--- config.mk ---
export PLATFORM = sky130hd
export DESIGN_NAME = lut_and_arbiter_flat
export DESIGN_NICKNAME = d
export VERILOG_FILES = /design/src/rtl/lut_arb_pkg.sv /design/src/rtl/lut_and_arbiter_if.sv /design/src/rtl/lut_arb_rr.sv /design/src/rtl/lut_and_arbiter.sv /design/src/flat_wrapper.sv
export SDC_FILE = /design/constraint.sdc
export NUM_CORES = 1
export LEC_CHECK = 0
export CELL_PAD_IN_SITES_DETAIL_PLACEMENT = 0
export CELL_PAD_IN_SITES_GLOBAL_PLACEMENT = 1
export CORE_MARGIN = 3
export CORE_UTILIZATION = 32
export CTS_CLUSTER_DIAMETER = 60
export DETAILED_ROUTE_END_ITERATION = 10
export GPL_ROUTABILITY_DRIVEN = 0
export MAX_ROUTING_LAYER = met4
export PLACE_DENSITY_LB_ADDON = 0.1
export SETUP_SLACK_MARGIN = 0.2
export SYNTH_ARGS = -nofsm -noshare
export SYNTH_HDL_FRONTEND = slang
export SYNTH_HIERARCHICAL = 1
export SYNTH_SLANG_ARGS = --single-unit
--- constraint.sdc ---
create_clock -name clock0 -period 3 [get_ports clock0]
set_clock_uncertainty 0.15 [all_clocks]
set_input_delay 0.6 -clock clock0 [delete_from_list [all_inputs] [get_ports clock0]]
set_output_delay 0.6 -clock clock0 [all_outputs]
set_load 0.005 [all_outputs]
--- src/rtl/lut_arb_pkg.sv ---
// Shared types and constants for the LUT AND-reduction arbiter block.
// Optional feature macro: LUT_ARB_RR_EN (round-robin arbitration).
package lut_arb_pkg;

    localparam int WIDTH     = 8;
    localparam int MAX_WIDTH = 16;
    localparam int NREQ      = 2;

    typedef logic [$clog2(NREQ)-1:0] req_id_t;

    // Operands are zero-extended to MAX_WIDTH; padding bits carry mask 0 so they never affect the result.
    typedef struct packed {
        logic [MAX_WIDTH-1:0] data;
        logic [MAX_WIDTH-1:0] mask;
        req_id_t              id;
    } s1_payload_t;

    function automatic logic masked_and(input logic [MAX_WIDTH-1:0] data,
                                        input logic [MAX_WIDTH-1:0] mask);
        return &(data | ~mask);
    endfunction

endpackage

--- src/rtl/lut_and_arbiter_if.sv ---
// Request/response bundle between the two requesters and lut_and_arbiter.
// Optional feature macro: LUT_ARB_RR_EN (affects arbitration only).
interface lut_and_arbiter_if #(
    parameter int WIDTH = lut_arb_pkg::WIDTH
);
    // Handshake: request i transfers on a rising edge where req_valid[i] & req_ready[i];
    // req_ready is combinational from req_valid, so req_valid must not depend on req_ready.
    // rsp_valid is a one-cycle pulse with no backpressure; rsp_result is qualified by it.
    logic [lut_arb_pkg::NREQ-1:0] req_valid;
    logic [lut_arb_pkg::NREQ-1:0] req_ready;
    logic [WIDTH-1:0]             req_data0;
    logic [WIDTH-1:0]             req_data1;
    logic [WIDTH-1:0]             req_mask0;
    logic [WIDTH-1:0]             req_mask1;
    logic [lut_arb_pkg::NREQ-1:0] rsp_valid;
    logic                         rsp_result;

    modport master (
        output req_valid, req_data0, req_data1, req_mask0, req_mask1,
        input  req_ready, rsp_valid, rsp_result
    );

    modport slave (
        input  req_valid, req_data0, req_data1, req_mask0, req_mask1,
        output req_ready, rsp_valid, rsp_result
    );

endinterface

--- src/rtl/lut_arb_rr.sv ---
// Two-requester arbiter: one-hot grant from valid, combinational.
// LUT_ARB_RR_EN selects round-robin with a pointer register; otherwise requester 0 has fixed priority.
module lut_arb_rr
    import lut_arb_pkg::*;
(
`ifdef LUT_ARB_RR_EN
    input  logic            clk,
`endif
    input  logic            rst,
    input  logic [NREQ-1:0] valid,
    output logic [NREQ-1:0] grant
);

`ifdef LUT_ARB_RR_EN
    req_id_t ptr;

    always_comb begin
        grant = '0;
        if (!rst) begin
            if (valid == 2'b11) grant[ptr] = 1'b1;
            else                grant = valid;
        end
    end

    // Pointer moves to the requester that was not just served.
    always_ff @(posedge clk) begin
        if (rst)         ptr <= '0;
        else if (|grant) ptr <= grant[0];
    end
`else
    always_comb begin
        grant = '0;
        if (!rst) begin
            if (valid[0])      grant = 2'b01;
            else if (valid[1]) grant = 2'b10;
        end
    end
`endif

endmodule

--- src/rtl/lut_and_arbiter.sv ---
// Arbitrates two requesters into a 2-stage pipeline computing AND over (data | ~mask).
// Optional feature macro: LUT_ARB_RR_EN (round-robin instead of fixed priority).
module lut_and_arbiter
    import lut_arb_pkg::*;
#(
    parameter int WIDTH = lut_arb_pkg::WIDTH
) (
    input  logic             clock0,
    input  logic             reset,
    lut_and_arbiter_if.slave bus
);

    logic [NREQ-1:0] grant;
    logic            accept;
    s1_payload_t     payload_d;
    s1_payload_t     s1_q;
    logic            s1_valid_q;
    logic [NREQ-1:0] rsp_valid_q;
    logic            rsp_result_q;

    lut_arb_rr u_arb (
`ifdef LUT_ARB_RR_EN
        .clk   (clock0),
`endif
        .rst   (reset),
        .valid (bus.req_valid),
        .grant (grant)
    );

    assign bus.req_ready  = grant;
    assign accept         = |(bus.req_valid & grant);
    assign bus.rsp_valid  = rsp_valid_q;
    assign bus.rsp_result = rsp_result_q;

    // Grant is one-hot, so a single select bit picks the winning operands.
    always_comb begin
        payload_d                  = '0;
        payload_d.data[WIDTH-1:0]  = grant[1] ? bus.req_data1 : bus.req_data0;
        payload_d.mask[WIDTH-1:0]  = grant[1] ? bus.req_mask1 : bus.req_mask0;
        payload_d.id               = grant[1];
    end

    always_ff @(posedge clock0) begin
        if (reset) begin
            s1_valid_q   <= 1'b0;
            s1_q         <= '0;
            rsp_valid_q  <= '0;
            rsp_result_q <= 1'b0;
        end else begin
            s1_valid_q <= accept;
            if (accept) s1_q <= payload_d;
            rsp_valid_q <= '0;
            // Result only updates with a response, so it holds between pulses.
            if (s1_valid_q) begin
                rsp_valid_q[s1_q.id] <= 1'b1;
                rsp_result_q         <= masked_and(s1_q.data, s1_q.mask);
            end
        end
    end

endmodule

--- src/flat_wrapper.sv ---
// flat-port wrapper written by rule: the top's interface ports become plain ports
module lut_and_arbiter_flat import lut_arb_pkg::*;
#(
    parameter int WIDTH = lut_arb_pkg::WIDTH
)
  (clock0, reset, bus_req_valid, bus_req_data0, bus_req_data1, bus_req_mask0, bus_req_mask1, bus_req_ready, bus_rsp_valid, bus_rsp_result);
  lut_and_arbiter_if #(.WIDTH(WIDTH)) bus_i ();
  input  logic clock0;
  input  logic reset;
  input wire logic [$bits(bus_i.req_valid)-1:0] bus_req_valid;
  input wire logic [$bits(bus_i.req_data0)-1:0] bus_req_data0;
  input wire logic [$bits(bus_i.req_data1)-1:0] bus_req_data1;
  input wire logic [$bits(bus_i.req_mask0)-1:0] bus_req_mask0;
  input wire logic [$bits(bus_i.req_mask1)-1:0] bus_req_mask1;
  output wire logic [$bits(bus_i.req_ready)-1:0] bus_req_ready;
  output wire logic [$bits(bus_i.rsp_valid)-1:0] bus_rsp_valid;
  output wire logic [$bits(bus_i.rsp_result)-1:0] bus_rsp_result;
  assign bus_i.req_valid = bus_req_valid;
  assign bus_i.req_data0 = bus_req_data0;
  assign bus_i.req_data1 = bus_req_data1;
  assign bus_i.req_mask0 = bus_req_mask0;
  assign bus_i.req_mask1 = bus_req_mask1;
  assign bus_req_ready = bus_i.req_ready;
  assign bus_rsp_valid = bus_i.rsp_valid;
  assign bus_rsp_result = bus_i.rsp_result;
  lut_and_arbiter #(.WIDTH(WIDTH)) u_core (.clock0(clock0), .reset(reset), .bus(bus_i));
endmodule
==> results.md, run 1 <==
- Status: finished, final reports clean
- Pwr dens: 391.2 nW/um^2
- Grt met1 use: 0.1318
- Core area: 2805 sq um
- Num CTS Buffers: 3
- Reg2Reg Setup Slack: 1570 ps
- Register area: about 420 sq um
- Critical Path Source Type: primary input
- DRT iter0 DRCs: 4
- Layout cells sized above 1: 0.06294
- PortBufs: 40
- Top-area cell type share of the netlist area: 0.4421
- Final Cell Area: 1423 sq um
- Library cells used by synthesis: 19
- Cell Area, Synth: 950.9 sq um
- RSZ-0062 raised after global routing: false
- Static leakage: 0.0005013 uW
- Crit end category: output pin
- Die Footprint: approximately 3700 sq um
- Reg-to-reg startpoint: u_core/s1_q[8]
- Htree depth: 1
- Sink Count: 21
- Via count: 830
- Crit path kind: in2out
- Post-CTS Setup Bufs: 0
- Ant diodes: 0
- Dominant synthesized flop cell: dfxtp_1
- Hold crit path type: reg2reg
- Vias in the first global route: 800
- Hold buffers post-CTS: 0
- Worst skew pair latency: approximately 290 ps
- GRT Total Usage: 0.1210
- Slowest cell delay on critical path: 540 ps
- Die height: 60.51 um
- Sequential Power Share: 0.547
- ANT nets after route: 0
- Buffer depth of the longest clock path: 2
- Cell taking the most area after synthesis: dfxtp_1
- Int Power: 424.1 uW
- Worst Tran Pin Value: 281.4 ps
- Placed Cells: between 150 and 200
- Crit Path Max Fanout: 3
- Area contributors post-synth: dfxtp_1 (44%), mux2i_1 (17%), a211oi_1 (13%)
- Final Hold Fails: 0
- Root Buffer: clkbuf_4
- Worst vdd ir: 0.0002159 V
- Number of enable flip-flop cells after synthesis: 0
- DR vias/cell: about 4.8
- Number of synthesized register bits: 21
- Grt total ovfl: 0
- Final Util: 0.5071
- Fmax: 381.0 MHz
- Initial antenna violation count: 0
- I/O pin total: roughly 40
- Largest net degree at the start of global routing: 33
- Number of nets in the layout: 180
- Post-Route WL: 1959 um
- Area post-placement: 1396 sq um
- Final Slew Violations: 0
- Met3 global-route usage: 0.02553
- CTS tree: done
- Hold Startpoint: u_core/s1_q[0]
- Accumulated negative setup slack: 0 ps
- HPWL after DPL: approximately 1500 um
- Slew margin rel.: 0.8124
- Finish-stage setup viols: 0
- Worst setup startpoint: bus_req_valid[0]
- CP max stage cell: clkdlybuf4s50_1
- Initial core utilization: 0.3390
- Fill cells: 283
- Syn avg cell area: slightly above 9 sq um
- P_sw: between 100 and 150 uW
- Syn Nets: about 140
- Std cell rows: 19
- CP required: 2250 ps
- First-pass GRT wire length: 3229 um
- DRC viols: 0
- CP arrival: 1870 ps
- Async set or reset register ratio after synthesis: 0
- Die X: slightly above 60 um
- Gates resized, CTS repair: 0
- Fin crit share: 0.8749
- M2 GR Usage: 0.2052
- Critical Path, Cell by Cell: clkdlybuf4s50_1 -> nor2b_1 -> clkdlybuf4s50_1
- Final Power: approximately 560 uW
- Critical Path Most Common Cell: clkdlybuf4s50_1
- Clock-pin slew on the worst setup and hold paths: 110 ps
- Combinational share of power: 0.218
- Mapped Cells: 102
- Finished Layout Cells: ~170
- Fin crit period: 2625 ps
- Grt peak-use layer: met2
- Sw Share: 0.2379
- Sequential share of the synthesized area: 0.4421
- P&R area growth vs syn: 49.60%
- DRT Pass-1 Iters: 4
- # Max-Cap Violations: 0
- Top post-synthesis cells by count: dfxtp_1 (21), nor2_1 (18), a211oi_1 (16), mux2i_1 (16), inv_1 (8)
- Most frequent cell after synthesis: dfxtp_1
- Ys Warns: 6
- Area of the multi-input gates: 464.2 sq um
- Wire per inst: 11.26 um
- Clock share of power: 0.235
[cells by family after synthesis]
logic type,after synthesis,synth area share
simple gates,27,0.1342
compound gates,23,0.1789
flops,21,0.4421
mux,16,0.1684
buf+inv,15,0.07632
[power groups by stage]
| stage | Combinational [uW] | Sequential [uW] | Clock, uW |
|---|---|---|---|
| floorplan | 58.8 | 309 | 0 |
| global placement | 121 | 310 | 0 |
| detailed placement | 123 | 311 | 0 |
| CTS | 123 | 305 | 141 |
| global route | 134 | 307 | 153 |
| finish | 121 | 304 | 131 |
[through the flow]
| step | setup slack (ps) | hold slack (ps) |
|---|---|---|
| final | 375.4 | 307.3 |
| after global routing | 317.5 | 339.0 |
| after CTS | 361.6 | 305.4 |
| after detailed placement | 362.1 | 287.2 |
| after global placement | 421.9 | 279.9 |
| after floorplan | 1178 | 263.5 |
[worst max-delay path: cells and delay by family]
| kind | cells | cell delay, ps |
|---|---|---|
| simple gates | 1 | 200 |
| buf+inv | 2 | 1080 |
[metal layers]
metal | share of wire | wire [um]
met1 | 0.45 | 882
met2 | 0.47 | 914
met3 | 0.071 | 140
met4 | 0.011 | 22
met5 | 0 | 0
[layout make-up]
class	count	area share
clock buffer	4	0.01847
inverter	8	0.02111
multi-input combinational	66	0.3263
sequential	21	0.2955
tap	31	0.02726
timing repair buffer	44	0.3113
[path summary, 6_finish.rpt]
path                                                 to  cells past startpoint
worst min-delay path            u_core/bus.rsp_valid[0]                      1
worst min register to register  u_core/bus.rsp_valid[0]                      1
worst max-delay path                   bus_req_ready[0]                      3
worst max register to register    u_core/bus.rsp_result                      4
[layout by cell type (no fill, tap or decap), drive strengths merged]
cell type and n:
nor2b 1, nor2 18, clkdlybuf4s50 40, buf 4, nand2 3, and3b 1, clkbuf 4, a21oi 1
nand2b 1, a22oi 1, dfxtp 21, o22ai 4, or4 1, mux2i 16, inv 8, a211oi 17
nor3b 2
[state kept, by name (all words and copies together) (netlist names)]
name and flops:
u_core/s1_q 17, u_core/bus.rsp_valid 2, u_core/bus.rsp_result 1, u_core/s1_valid_q 1
Note: power is estimated with default switching activity, not from simulation.
==> inputs of run 2 (changes only) <==
Settings changed: CORE_MARGIN 3 to default.
==> run 2 against run 1 <==
  * Cell area fell by 0.53%
  * Largest cell class unchanged
  * Hold slack better by 14 ps
  * Non-clock buffer count is 1 lower
  * Combinational power is essentially flat
  * Critical path type unchanged
  * Critical endpoint unchanged
==> results.md, run 2 (synthesis results as in run 1) <==
- Status: finished, final reports clean
- Initial core utilization: 0.3419
- Reg-to-reg startpoint: u_core/s1_q[24]
- Sink Count: 21
- Crit path kind: in2out
- Die X: about 57 um
- Via count: 842
- Critical Path Source Type: primary input
- Worst vdd ir: 0.0002159 V
- Layout cells sized above 1: 0.05634
- Hold path cells: 1
- Final Util: 0.5088
- Finish-stage setup viols: 0
- Ant diodes: 0
- Placed Cells: 169
- P&R area growth vs syn: 48.82%
- Worst skew pair latency: 290 ps
- CTS tree: done
- Number of nets in the layout: 179
- Vias in the first global route: 825
- Clock-pin slew on the worst setup and hold paths: 110 ps
- Hold slack: 321.0 ps
- PortBufs: 40
- Hold buffers post-CTS: 0
- M2 GR Usage: 0.2353
- Fin crit period: between 2000 and 3000 ps
- Worst setup startpoint: bus_req_valid[0]
- Crit path max-delay family: buffers and inverters
- Grt total ovfl: 0
- Worst R2R Path Depth: 3
- Worst setup margin: 399.1 ps
- Gates resized, CTS repair: 0
- Grt peak-use layer: met2
- Finished Layout Cells: 173
- RSZ-0062 raised after global routing: false
- Met3 global-route usage: 0.02304
- Wire per inst: 11.21 um
- Largest net degree at the start of global routing: 33
- Setup WS pre-CTS: 401.2 ps
- Accumulated negative setup slack: 0 ps
- DRT iter0 DRCs: 10
- Critical Path Most Common Cell: clkdlybuf4s50_1
- Initial antenna violation count: 0
- Grt met1 use: 0.1550
- Worst Path Buf+Inv: 2
- Final Hold Fails: 0
- Hold Startpoint: u_core/s1_q[0]
- Slew margin rel.: 0.8028
- Std cell rows: 19
- Fin crit share: 0.8670
- Critical Path, Cell by Cell: clkdlybuf4s50_1 -> nor2b_1 -> clkdlybuf4s50_1
- Crit end category: output pin
- Root Buffer: clkbuf_4
- CP arrival: 1850 ps
- Static leakage: 0.0004965 uW
- # Max-Cap Violations: 0
- Post-Route WL: ~1900 um
- DRT Pass-1 Iters: 4
- Slowest cell delay on critical path: 540 ps
- Hold crit path type: reg2reg
- GRT Total Usage: 0.1357
- DRC viols: 0
- Critical path depth in cells: 3
- Buffer depth of the longest clock path: 2
- Die Footprint: 3193 sq um
- Core area: around 2800 sq um
- Worst Tran Pin Value: 295.7 ps
- ANT nets after route: 0
- Max reg flops: 17
- Post-CTS Setup Bufs: 0
- CP max stage cell: clkdlybuf4s50_1
- DR vias/cell: 4.867
- I/O pin total: 41
- HPWL after DPL: 1425 um
- Commonest cells after routing, fill and taps aside: clkdlybuf4s50_1 (40), dfxtp_1 (21), nor2_1 (18), mux2i_1 (16), a211oi_1 (16)
- Final Slew Violations: 0
- Htree depth: 1
- Die height: approximately 57 um
- Most common cell after layout, fill and taps aside: clkdlybuf4s50_1
- CP required: 2250 ps
- First-pass GRT wire length: 3353 um
- Fmax: approximately 380 MHz
- Num CTS Buffers: 3
- Crit Path Max Fanout: 3
- Pwr dens: 392.6 nW/um^2
- Largest Register: u_core/s1_q
## run 2: stage by stage
stage	instance area (sq um)	power (uW)
after floorplan	950.9	367.9
after global placement	1389	430.7
after detailed placement	1389	433.2
after CTS	1415	567.2
after global routing	1415	590.4
final	1415	555.5
## run 2: path summary, 6_finish.rpt
| check | endpoint | slack, ps |
|---|---|---|
| worst max-delay path | bus_req_ready[0] | 400 |
| worst min register to register | u_core/bus.rsp_valid[0] | 320 |
| worst max register to register | u_core/bus.rsp_result | 1590 |
| worst min-delay path | u_core/bus.rsp_valid[0] | 320 |
## run 2: final cells by class
cell class | instances | area (sq um)
fill | 286 | 1366
multi-input combinational | 66 | 464.2
timing repair buffer | 43 | 435.4
sequential | 21 | 420.4
tap | 31 | 38.79
inverter | 8 | 30.03
clock buffer | 4 | 26.28
## run 2: worst reg2reg max path, delay by kind of cell (launching register included)
kind            cells  cell delay (ps)
compound gates      2              300
simple gates        1              540
flops               1              350
## run 2: power by group
part / internal [uW] / total (uW) / switching, uW
Clock: 51.6 / 131 / 78.9
Sequential: 296 / 305 / 8.70
Combinational: 75.6 / 120 / 44.7
## run 2: layer usage
metal  vias up  share of wire
li1        444              -
met1       375           0.46
met2        21           0.47
met3         2          0.061
met4         0         0.0052
met5         -              0
